--- src/rtl/spi_frame_sequencer.sv ---
// Splits a 14-bit word into two SPI bytes (high first) under one ss window and reassembles the echoed bytes.
// Frame takes 1+SS_SETUP+1+T_hi+GAP_CYCLES+1+T_lo+1 cycles; o_ready only in IDLE, no request queuing.
module spi_frame_sequencer #(
  parameter int SS_SETUP   = 2,
  parameter int GAP_CYCLES = 4,
  parameter int TIMEOUT    = 4096
) (
  input  logic        clk,
  input  logic        reset,
  input  logic        i_valid,
  input  logic [13:0] i_data,
  output logic        o_ready,
  output logic        o_start,
  output logic [7:0]  o_tx_data,
  input  logic        i_done,
  input  logic [7:0]  i_rx_data,
  output logic        ss,
  output logic [13:0] o_rx_word,
  output logic        o_rx_valid,
  output logic        o_match,
  output logic        o_err,
  output logic [2:0]  o_state
);

  typedef enum logic [2:0] {
    IDLE      = 3'd0,
    SEND_HIGH = 3'd1,
    WAIT_HIGH = 3'd2,
    SEND_LOW  = 3'd3,
    WAIT_LOW  = 3'd4,
    SETUP     = 3'd5,
    GAP       = 3'd6,
    FINISH    = 3'd7
  } state_t;

  // Zero-length setup/gap/timeout are clamped to one cycle.
  localparam int SETUP_N   = (SS_SETUP < 1) ? 1 : SS_SETUP;
  localparam int GAP_N     = (GAP_CYCLES < 1) ? 1 : GAP_CYCLES;
  localparam int TO_N      = (TIMEOUT < 1) ? 1 : TIMEOUT;
  localparam int PHASE_MAX = (SETUP_N > GAP_N) ? SETUP_N : GAP_N;
  localparam int PW        = $clog2(PHASE_MAX + 1);
  localparam int TW        = $clog2(TO_N + 1);

  localparam logic [PW-1:0] SETUP_LAST = PW'(SETUP_N - 1);
  localparam logic [PW-1:0] GAP_LAST   = PW'(GAP_N - 1);
  localparam logic [TW-1:0] TO_LAST    = TW'(TO_N - 1);

  state_t        state;
  state_t        state_nxt;
  logic [PW-1:0] phase_cnt;
  logic [TW-1:0] to_cnt;
  logic [13:0]   tx_word;
  logic [7:0]    rx_hi;
  logic [7:0]    rx_lo;

  logic ld_tx;
  logic ld_hi_byte;
  logic ld_lo_byte;
  logic cap_hi;
  logic cap_lo;
  logic abort;
  logic finish;

  always_ff @(posedge clk or posedge reset) begin
    if (reset) begin
      state <= IDLE;
    end else begin
      state <= state_nxt;
    end
  end

  always_comb begin
    state_nxt  = state;
    ld_tx      = 1'b0;
    ld_hi_byte = 1'b0;
    ld_lo_byte = 1'b0;
    cap_hi     = 1'b0;
    cap_lo     = 1'b0;
    abort      = 1'b0;
    finish     = 1'b0;
    case (state)
      IDLE: begin
        if (i_valid) begin
          ld_tx     = 1'b1;
          state_nxt = SETUP;
        end
      end
      SETUP: begin
        if (phase_cnt == SETUP_LAST) begin
          ld_hi_byte = 1'b1;
          state_nxt  = SEND_HIGH;
        end
      end
      SEND_HIGH: state_nxt = WAIT_HIGH;
      WAIT_HIGH: begin
        // A done arriving in the last allowed cycle still completes the byte.
        if (i_done) begin
          cap_hi    = 1'b1;
          state_nxt = GAP;
        end else if (to_cnt == TO_LAST) begin
          abort     = 1'b1;
          state_nxt = IDLE;
        end
      end
      GAP: begin
        if (phase_cnt == GAP_LAST) begin
          ld_lo_byte = 1'b1;
          state_nxt  = SEND_LOW;
        end
      end
      SEND_LOW: state_nxt = WAIT_LOW;
      WAIT_LOW: begin
        if (i_done) begin
          cap_lo    = 1'b1;
          state_nxt = FINISH;
        end else if (to_cnt == TO_LAST) begin
          abort     = 1'b1;
          state_nxt = IDLE;
        end
      end
      FINISH: begin
        finish    = 1'b1;
        state_nxt = IDLE;
      end
      default: state_nxt = IDLE;
    endcase
  end

  always_ff @(posedge clk or posedge reset) begin
    if (reset) begin
      phase_cnt <= '0;
    end else if ((state == SETUP || state == GAP) && state_nxt == state) begin
      phase_cnt <= phase_cnt + PW'(1);
    end else begin
      phase_cnt <= '0;
    end
  end

  always_ff @(posedge clk or posedge reset) begin
    if (reset) begin
      to_cnt <= '0;
    end else if ((state == WAIT_HIGH || state == WAIT_LOW) && state_nxt == state) begin
      to_cnt <= to_cnt + TW'(1);
    end else begin
      to_cnt <= '0;
    end
  end

  always_ff @(posedge clk or posedge reset) begin
    if (reset) begin
      tx_word   <= '0;
      o_tx_data <= '0;
      rx_hi     <= '0;
      rx_lo     <= '0;
    end else begin
      if (ld_tx) begin
        tx_word <= i_data;
      end
      // Loaded on entry to SEND so the byte is stable from o_start until done.
      if (ld_hi_byte) begin
        o_tx_data <= {2'b00, tx_word[13:8]};
      end else if (ld_lo_byte) begin
        o_tx_data <= tx_word[7:0];
      end
      if (cap_hi) begin
        rx_hi <= i_rx_data;
      end
      if (cap_lo) begin
        rx_lo <= i_rx_data;
      end
    end
  end

  always_ff @(posedge clk or posedge reset) begin
    if (reset) begin
      ss         <= 1'b1;
      o_rx_word  <= '0;
      o_rx_valid <= 1'b0;
      o_match    <= 1'b0;
      o_err      <= 1'b0;
    end else begin
      o_rx_valid <= finish;
      o_err      <= abort;
      if (ld_tx) begin
        ss <= 1'b0;
      end else if (abort || finish) begin
        ss <= 1'b1;
      end
      if (finish) begin
        o_rx_word <= {rx_hi[5:0], rx_lo};
        o_match   <= ({rx_hi[5:0], rx_lo} == tx_word) && (rx_hi[7:6] == 2'b00);
      end
    end
  end

  assign o_ready = (state == IDLE);
  assign o_start = (state == SEND_HIGH) || (state == SEND_LOW);
  assign o_state = state;

endmodule

--- config.mk ---
export PLATFORM = sky130hd
export DESIGN_NAME = spi_frame_sequencer
export DESIGN_NICKNAME = d
export VERILOG_FILES = /design/src/rtl/spi_frame_sequencer.sv
export SDC_FILE = /design/constraint.sdc
export NUM_CORES = 1
export LEC_CHECK = 0
export CORE_UTILIZATION = 45
export CTS_CLUSTER_SIZE = 10
export DETAILED_ROUTE_END_ITERATION = 10
export PLACE_DENSITY = 0.66
export SLEW_MARGIN = 20
export SYNTH_ARGS = -nofsm -noshare
export SYNTH_HDL_FRONTEND = slang
export SYNTH_SLANG_ARGS = --single-unit
--- constraint.sdc ---
create_clock -name clk -period 3.6 [get_ports clk]
set_input_delay 0.9 -clock clk [delete_from_list [all_inputs] [get_ports clk]]
set_output_delay 0.9 -clock clk [all_outputs]
set_load 0.005 [all_outputs]
==> run metrics <==
Worst Hold Path Cells 1; Vias around 2,300; VDD IR-drop max 0.3250 mV; Final Skew approximately 10 ps; Post-CTS Hold Fix Bufs 0; most common cell after layout, fill and taps aside dfrtp_1; clk buf depth 2; GRT Total Usage 18.40%; final cycle utilization of the critical path 80.28%; routability cong. 0.7532; M1 GR Usage 26.72%; Startpoint Class flip-flop; crit path max fanout 22; flops & latches, synth 75; Cells after DPL around 420; Placeable Area ~0.0073 mm²; Die ar. ~0.008 mm²; async set-reset flop share out of synthesis 100.0%; largest net degree at the start of global routing 76; reg-to-reg slack, setup approximately 1400 ps; RSZ-0062 raised after global routing no; GR peak layer met2; Unique masters post-synth 47; Max-cap violations 0; WP data required 2700 ps; final hold viol count 0; final hold slack 469.3 ps; RR Startpoint to_cnt[0]; Seq/Total Area, Yosys 54.46%; row count 31; delay of the slowest critical-path stage 610 ps; DR DRC count 0; nets@finish 359; R2R depth 5; Finished Layout Cells roughly 430; Setup CP Type reg2out; first-pass GRT wire length 10,720 µm; worst slew pin tran 671.1 ps; clk_lat worst skew 350 ps; CP Depth 2; Hold Path Origin phase_cnt[0]; post-synthesis cell count roughly 270; minimum clock period between 2000 and 3000 ps; outcome finished clean; IO Pins 57; initial antenna violation count 0; initial DRC count 84; die height 89.54 µm; Endpoint, Worst Hold phase_cnt[0]; per-cell routed wire length 15.93 µm; Pwr Density 803.9 mW/mm²; clk sinks 75; FF/Latch Area 0.001878 mm²; # fillers 599; Die Wd 89.54 µm; CP max stage cell dfrtp_1; Max Freq 346.0 MHz; Resized cells post-CTS 0; setup bufs post-CTS 0; clock root buffer clkbuf_8; worst-path cell chain nor3_1, clkdlybuf4s50_1; post-route ant nets 0; DRT Wirelength about 6900 µm; Area growth, synth to finish 24.56%; via count of the first global-routing pass approximately 2,100; Warnings, synthesis 0; starting density of the core 47.04%; n_diodes 0; most frequent cells in the layout 74 x dfrtp_1, 56 x clkdlybuf4s50_1, 44 x mux2_2, 16 x xnor2_1, 13 x nor2_1; CTS buffer count 9; EDFF count, synth 0; Mapped Area ~0.0034 mm²; worst rel slew slack 55.10%; Leak Pwr 1.810 nW; DR pass1 iterations 4; gr ovfl total 0; Buffers on Ports 56; Worst Path Arrival 1990 ps; hold crit path type reg2reg; Synth Flop Type dfrtp_1; Crit. End Element output port; htree depth 3; Top delay family on crit path flip-flops; final max-slew violation count 0; CTS tree yes; GR Layer Usage met3 4.247%; Post-Syn Area per Cell 12.68 µm²; Via density ~5.2; Critical R2R Capture to_cnt[0]; Synth Net Count 302; CP bufs+invs 1; dpl hpwl 4879 µm; share of cells above drive strength 1 22.75%; Setup TNS 0 ps; setup violators final 0; clock-pin slew on the worst setup and hold paths 70 ps; Multi-input gate area 0.001460 mm²; Core Util, Final 58.59%; met2 Resource Use GR 26.93%
## how the worst max path moves through the flow
| stage | startpoint | to | slack [ps] |
|---|---|---|---|
| after floorplan | reset | o_err | 790 |
| after global placement | i_done | to_cnt[2] | 660 |
| after detailed placement | i_done | to_cnt[0] | 610 |
| after CTS | o_state[2] | o_ready | 730 |
| after global routing | o_state[2] | o_ready | 620 |
| final | o_state[2] | o_ready | 710 |
## state kept, by name, summed over array words and instances, names as in the netlist, 3 cells and up
register   count
o_rx_word     14
rx_lo          8
tx_word       14
to_cnt        13
rx_hi          8
o_tx_data      8
o_state        3
phase_cnt      3
## kinds of logic (layout without fill, tap and decap cells)
group,after synthesis,in the layout,synth area share [%]
flip-flops,75,75,54.46
AND/OR/NAND/NOR,62,62,10.30
multiplexers,44,44,14.37
AO/OA/AOI/OAI,42,42,9.689
XOR/XNOR,25,25,6.350
buffers and inverters,20,82,3.374
adder cells (fa/ha/maj),4,4,1.451
## routing by layer
| metal | routed length, µm | vias to the layer above | share of wire [%] |
|---|---|---|---|
| met5 | 0 | - | 0 |
| met4 | 29 | 0 | 0.42 |
| met3 | 255 | 4 | 3.7 |
| li1 | - | 1094 | - |
| met2 | 3203 | 40 | 46 |
| met1 | 3409 | 1116 | 49 |
## power by group
group	internal (W)	total (W)	switching, W
Combinational	0.000766	0.00127	0.000500
Sequential	0.00118	0.00151	0.000335
Clock	0.000360	0.000677	0.000316
## through the flow
step / setup WS, ps / cell area, µm² / power, W
2_1_floorplan: 791.7 / 3448 / 0.002299
3_3_place_gp: 662.1 / 4084 / 0.002770
3_5_place_dp: 608.5 / 4084 / 0.002810
4_1_cts: 732.9 / 4295 / 0.003492
5_1_grt: 623.2 / 4295 / 0.003684
6_report: 709.7 / 4295 / 0.003453
## cells in the mapped netlist (6+ instances only)
cell / number / area (µm²)
a211oi_1: 12 / 90.09
a21o_1: 7 / 52.55
a22o_1: 6 / 52.55
dfrtp_1: 74 / 1852
inv_1: 6 / 22.52
mux2_2: 44 / 495.5
nand2_1: 12 / 45.04
nor2_1: 13 / 48.80
xnor2_1: 16 / 140.1
xor2_1: 9 / 78.83
## area by class of cell
class	instances	share of cell area (%)
Sequential cell	75	43.72
Multi-Input combinational cell	177	33.99
Timing Repair Buffer	59	13.87
Clock buffer	11	3.525
Tap cell	99	2.884
Clock inverter	5	1.398
Inverter	7	0.6117
No activity file was read; power rests on OpenSTA's default activity.
